File: config.mk
export PLATFORM = sky130hd
export DESIGN_NAME = msg_len_accum
export DESIGN_NICKNAME = d
export VERILOG_FILES = /design/src/rtl/msg_len_accum.sv
export SDC_FILE = /design/constraint.sdc
export NUM_CORES = 1
export LEC_CHECK = 0
export CORE_MARGIN = 5
export CORE_UTILIZATION = 50
export CTS_CLUSTER_SIZE = 24
export DETAILED_ROUTE_END_ITERATION = 16
export GPL_TIMING_DRIVEN = 0
export MAX_ROUTING_LAYER = met4
export PLACE_DENSITY = 0.71
export SLEW_MARGIN = 15
export SYNTH_ARGS = -nofsm -noshare
export SYNTH_HDL_FRONTEND = slang
export SYNTH_SLANG_ARGS = --single-unit
File: constraint.sdc
create_clock -name clk -period 4 [get_ports clk]
set_input_delay 0.8 -clock clk [delete_from_list [all_inputs] [get_ports clk]]
set_output_delay 0.8 -clock clk [all_outputs]
set_load 0.02 [all_outputs]
File: src/rtl/msg_len_accum.sv
// Passive AXI-Stream message length monitor: sums popcount(tkeep) per message and queues
// {len, oversize, runt} results in a FWFT FIFO. Optional statistics via MSG_LEN_ACCUM_STATS_EN.
module msg_len_accum #(
   parameter int TKEEP_WIDTH = 8,
   parameter int LEN_WIDTH   = 16,
   parameter int MAX_LEN     = 1518,
   parameter int MIN_LEN     = 64,
   parameter int RES_DEPTH   = 4
) (
   input  logic                   clk,
   input  logic                   rst,
   input  logic                   s_tvalid,
   input  logic                   s_tready,
   input  logic                   s_tlast,
   input  logic [TKEEP_WIDTH-1:0] s_tkeep,
   input  logic                   count_en,
   output logic [LEN_WIDTH-1:0]   m_len,
   output logic                   m_oversize,
   output logic                   m_runt,
   output logic                   m_valid,
   input  logic                   m_ready,
   output logic [7:0]             drop_cnt,
   output logic                   busy
`ifdef MSG_LEN_ACCUM_STATS_EN
  ,output logic [31:0]            stat_msgs,
   output logic [47:0]            stat_bytes
`endif
);

   localparam int PW = $clog2(RES_DEPTH);

   typedef enum logic {S_IDLE, S_ACCUM} state_e;

   typedef struct packed {
      logic [LEN_WIDTH-1:0] len;
      logic                 oversize;
      logic                 runt;
   } result_t;

   function automatic logic [LEN_WIDTH:0] popcount(input logic [TKEEP_WIDTH-1:0] keep);
      logic [LEN_WIDTH:0] cnt;
      cnt = '0;
      for (int i = 0; i < TKEEP_WIDTH; i++) cnt = cnt + (LEN_WIDTH+1)'(keep[i]);
      return cnt;
   endfunction

   state_e               state_q, state_d;
   logic [LEN_WIDTH-1:0] acc_q, acc_d;
   logic                 sat_q, sat_d;
   logic [PW:0]          wr_q, wr_d, rd_q, rd_d;
   logic [7:0]           drop_q, drop_d;
   result_t              mem_q [RES_DEPTH];

   logic                 beat, complete, ovf;
   logic [LEN_WIDTH:0]   total;
   logic [LEN_WIDTH-1:0] len_clamped;
   result_t              res, head;
   logic                 empty, full, pop, push, drop;

   assign beat        = s_tvalid & s_tready & count_en;
   assign complete    = beat & s_tlast;
   // acc_q is always 0 in IDLE, so one adder covers both the first and later beats.
   assign total       = {1'b0, acc_q} + popcount(s_tkeep);
   assign ovf         = total[LEN_WIDTH];
   assign len_clamped = ovf ? '1 : total[LEN_WIDTH-1:0];

   assign res.len      = len_clamped;
   assign res.oversize = (32'(len_clamped) > 32'(MAX_LEN)) | sat_q | ovf;
   assign res.runt     = 32'(len_clamped) < 32'(MIN_LEN);

   // NOTE: every always_comb output gets a default first so no path can infer a latch.
   always_comb begin
      state_d = state_q;
      acc_d   = acc_q;
      sat_d   = sat_q;
      if (beat) begin
         if (s_tlast) begin
            state_d = S_IDLE;
            acc_d   = '0;
            sat_d   = 1'b0;
         end else begin
            state_d = S_ACCUM;
            acc_d   = len_clamped;
            sat_d   = sat_q | ovf;
         end
      end
   end

   assign empty = (wr_q == rd_q);
   assign full  = (wr_q[PW] != rd_q[PW]) && (wr_q[PW-1:0] == rd_q[PW-1:0]);
   assign pop   = ~empty & m_ready;
   assign push  = complete & (~full | pop);
   assign drop  = complete & full & ~pop;

   always_comb begin
      wr_d   = wr_q;
      rd_d   = rd_q;
      drop_d = drop_q;
      if (push) wr_d = wr_q + 1'b1;
      if (pop)  rd_d = rd_q + 1'b1;
      if (drop && drop_q != 8'hFF) drop_d = drop_q + 8'd1;
   end

   // NOTE: state uses non-blocking assignments so every register samples pre-edge values.
   always_ff @(posedge clk or negedge rst) begin
      if (!rst) begin
         state_q <= S_IDLE;
         acc_q   <= '0;
         sat_q   <= 1'b0;
         wr_q    <= '0;
         rd_q    <= '0;
         drop_q  <= '0;
      end else begin
         state_q <= state_d;
         acc_q   <= acc_d;
         sat_q   <= sat_d;
         wr_q    <= wr_d;
         rd_q    <= rd_d;
         drop_q  <= drop_d;
      end
   end

   // NOTE: FIFO storage is not reset; outputs are masked by empty, so stale entries never show.
   always_ff @(posedge clk) begin
      if (push) mem_q[wr_q[PW-1:0]] <= res;
   end

   assign head       = mem_q[rd_q[PW-1:0]];
   assign m_valid    = ~empty;
   assign m_len      = empty ? '0 : head.len;
   assign m_oversize = ~empty & head.oversize;
   assign m_runt     = ~empty & head.runt;
   assign drop_cnt   = drop_q;
   assign busy       = (state_q == S_ACCUM);

`ifdef MSG_LEN_ACCUM_STATS_EN
   logic [31:0] msgs_q;
   logic [47:0] bytes_q;

   always_ff @(posedge clk or negedge rst) begin
      if (!rst) begin
         msgs_q  <= '0;
         bytes_q <= '0;
      end else if (complete) begin
         msgs_q  <= msgs_q + 32'd1;
         bytes_q <= bytes_q + 48'(len_clamped);
      end
   end

   assign stat_msgs  = msgs_q;
   assign stat_bytes = bytes_q;
`endif

endmodule
==> results.toml <==
[critical_path]
cpMostUsedCell = "fa_1"
cp_max_fo = 4
worstSetupStartpoint = "s_tkeep[1]"
crit_family = "adder cells"
crit_type = "input pin to flip-flop"
crit_buf_inv = 5
critPathLaunchType = "input pin"
end_kind = "flip-flop"
r2r_start = "acc_q[0]"
required_ps = 4150
cp_slowest_cell = "fa_1"
crit_arrival_ps = 4620
path_cells = "buf_6 -> fa_1 -> inv_2 -> fa_1 -> fa_1 -> fa_2 -> inv_2 -> fa_2 -> nand3_4 -> a2111oi_4 -> buf_4 -> a31oi_4 -> a21oi_2 -> o21ai_2 -> buf_4 -> nor4_4"
max_stage_delay_ps = 540

[layout]
n_fill_cell = 714
final_cell_count_no_fill = 549
nets = 443
drive_gt1_frac = 0.216
final_core_util = 0.615
area_delta_synth_final_pct = 21.4
diodes = 0

[pwr]
p_sw_mw = 1.22
internal_power_mw = 2.49
p_comb_frac = 0.430
power.total_mw = 3.71
p_leak_nw = 2.26
power_frac_seq = 0.367
irDropWorstVdd_v = 0.000304
p_sw_frac = 0.329
clkPwrFrac = 0.203
power_density_mw_per_mm2 = 622

[yosys]
synth-edff-count = 72
yosys_warnings = 0
synth_compound_area_frac = 0.0714
yosysTopAreaCell = "edfxtp_1"
syn_area_mm2 = 0.00491
synth_top_area_share = 0.440
synthCells = 347
synth_xor_area_frac = 0.0446
muxShareOfSynthArea = 0.0938
ys_top_cells_by_area = "edfxtp_1 (44%), dfrtp_1 (16%), mux4_2 (8.3%)"
ys_ff_latch = 104
ys_seq_area_frac = 0.604
ys_async_sr_fraction = 0.308
syn_nets = 379
yosys_most_used_dff = "edfxtp_1"
synthSimpleGateAreaFrac = 0.110
netlist-cell-type-count = 49
postSynthAreaPerCell_um2 = 14.1
synth_common_cells = "edfxtp_1 (72), dfrtp_1 (32), nand2_1 (29), and2_1 (23), mux4_2 (18)"
synth_top_family_by_area = "simple AND/OR/NAND/NOR gates"
yosysMostFrequentCell = "edfxtp_1"
synth_fa_ha_area_frac = 0.0510

[sta]
min_period_ps = 4470
tns_ps = -3590
tightestPinTransition_ps = 1020
hold_violations = 0
slew_headroom = 0.322
period_share = 1.12
grt_setup_unrepaired = "yes"
slew_violations = 0
setup_viol = 14
setup_ws_ps = -466
finalClockSkew_ps = 6.58
max_freq_ghz = 0.224

[global_routing]
track_usage = 0.175
grt-ovfl-total = 0
grt_pass1_vias = 2988
grt_max_degree = 33
grt_pass1_wl_mm = 15.4
grt_antenna_before_repair = 0

[floorplanning]
io_pins = 43
fp.dieW_um = 109
row_count = 36
core-area_mm2 = 0.00968
die_h_um = 109
start_util = 0.507
die_area_mm2 = 0.0119

[clock_tree]
cts_tree = "built"
holdBufCountCts = 0
htree_levels = 3
insertion_delay_ps = 360
clock-root-buffer = "clkbuf_8"
cts_buffers = 9
clkSinkCount = 104
path_clk_slew_ps = 90
ctsLongestPathBuffers = 2

[routing]
drtAntennaViolNets = 0
route.vias.total = 2939
first_iter_violations = 218
first_pass_iters = 4
route.detailed.drc = 0
wire_per_inst_um = 17.0
viasPerCell = 5.35
wl_mm = 9.34

[outcome]
failed_checks = "setup timing"
outcome = "complete, but fails checks"

[placed_design]
gp_congestion = 0.856
post-dp-hpwl_mm = 6.41
dp.cells = 522
placement.io_buffers = 42
dpl_worst_slack_ps = -1270

[hold_path]
min_path_type = "input pin to async pin"

[run]
max-cap-violations = 0
==> metrics by stage <==
step           hold slack [ps]  instance area, um2
3_3_place_gp               468                5510
4_1_cts                    496                5820
6_report                   484                5960
3_5_place_dp               462                5510
5_1_grt                    518                5960
2_1_floorplan              462                4920
==> state kept, by name, indices dropped and copies added (netlist names) <==
name	cells
acc_q	16
busy	1
drop_cnt	8
mem_q	72
rd_q	3
sat_q	1
wr_q	3
==> layout by cell type, fill, tap and decap left out, types with 4 or more instances in the layout <==
cell and n:
nor2_1 11, dfrtp_1 32, a22o_1 13, xor2_1 9
clkbuf_1 11, nand4_1 5, nand2_2 7, xnor2_1 15
and2_1 22, edfxtp_1 72, nand2_1 21, inv_1 14
mux4_2 18, nand3_1 12, clkbuf_8 9, ha_1 12
buf_4 12, buf_2 5, nor3_1 4, o21ai_0 5
clkdlybuf4s50_1 38
==> power by group through the flow <==
| stage | logic [mW] | registers (mW) | clock network, mW |
|---|---|---|---|
| floorplan | 0.997 | 1.38 | 0 |
| global placement | 1.52 | 1.38 | 0 |
| detailed placement | 1.55 | 1.38 | 0 |
| CTS | 1.58 | 1.36 | 0.769 |
| global route | 1.75 | 1.37 | 0.819 |
| finish | 1.60 | 1.36 | 0.751 |
==> path summary, 6_finish.rpt <==
check                         endpoint  slack [ps]  depth (start not counted)
hold reg to reg                   busy         500                          2
min in group clk                  busy         500                          2
max in group asynchronous     acc_q[7]        3050                          1
setup / recovery           mem_q[0][0]        -470                         16
hold / removal                 wr_q[1]         480                          1
setup reg to reg           mem_q[0][0]         200                         14
==> layout make-up <==
cell class / instances / area (um2) / share of cell area
timing repair buffer: 53 / 499 / 0.0838
clock inverter: 6 / 106 / 0.0178
tap: 133 / 166 / 0.0279
inverter: 16 / 60.1 / 0.0101
clock buffer: 10 / 128 / 0.0214
sequential: 104 / 2960 / 0.497
multi-input combinational: 212 / 1970 / 0.330
buffer: 15 / 67.6 / 0.0113
==> cells by family (layout without fill, tap and decap cells) <==
group | Yosys count | after routing
flops | 104 | 104
simple gates | 103 | 103
compound gates | 44 | 44
buf+inv | 31 | 100
xor+xnor | 25 | 25
mux | 23 | 23
fa+ha+maj | 17 | 17
==> repair_timing <==
item                                    in CTS  in global routing
endpoints found under the setup margin      71                 62
setup buffers                                5                  6
pin swaps                                   12                 15
gates resized for setup                     24                 25
==> routing by layer <==
metal | vias to the layer above | global-route usage | wire (um)
li1 | 1409 | - | -
met1 | 1467 | 0.230 | 4160
met2 | 50 | 0.283 | 4780
met3 | 13 | 0.0308 | 280
met4 | 0 | 0.0514 | 121
met5 | - | - | 0
Power figures use the tool's default switching activity.
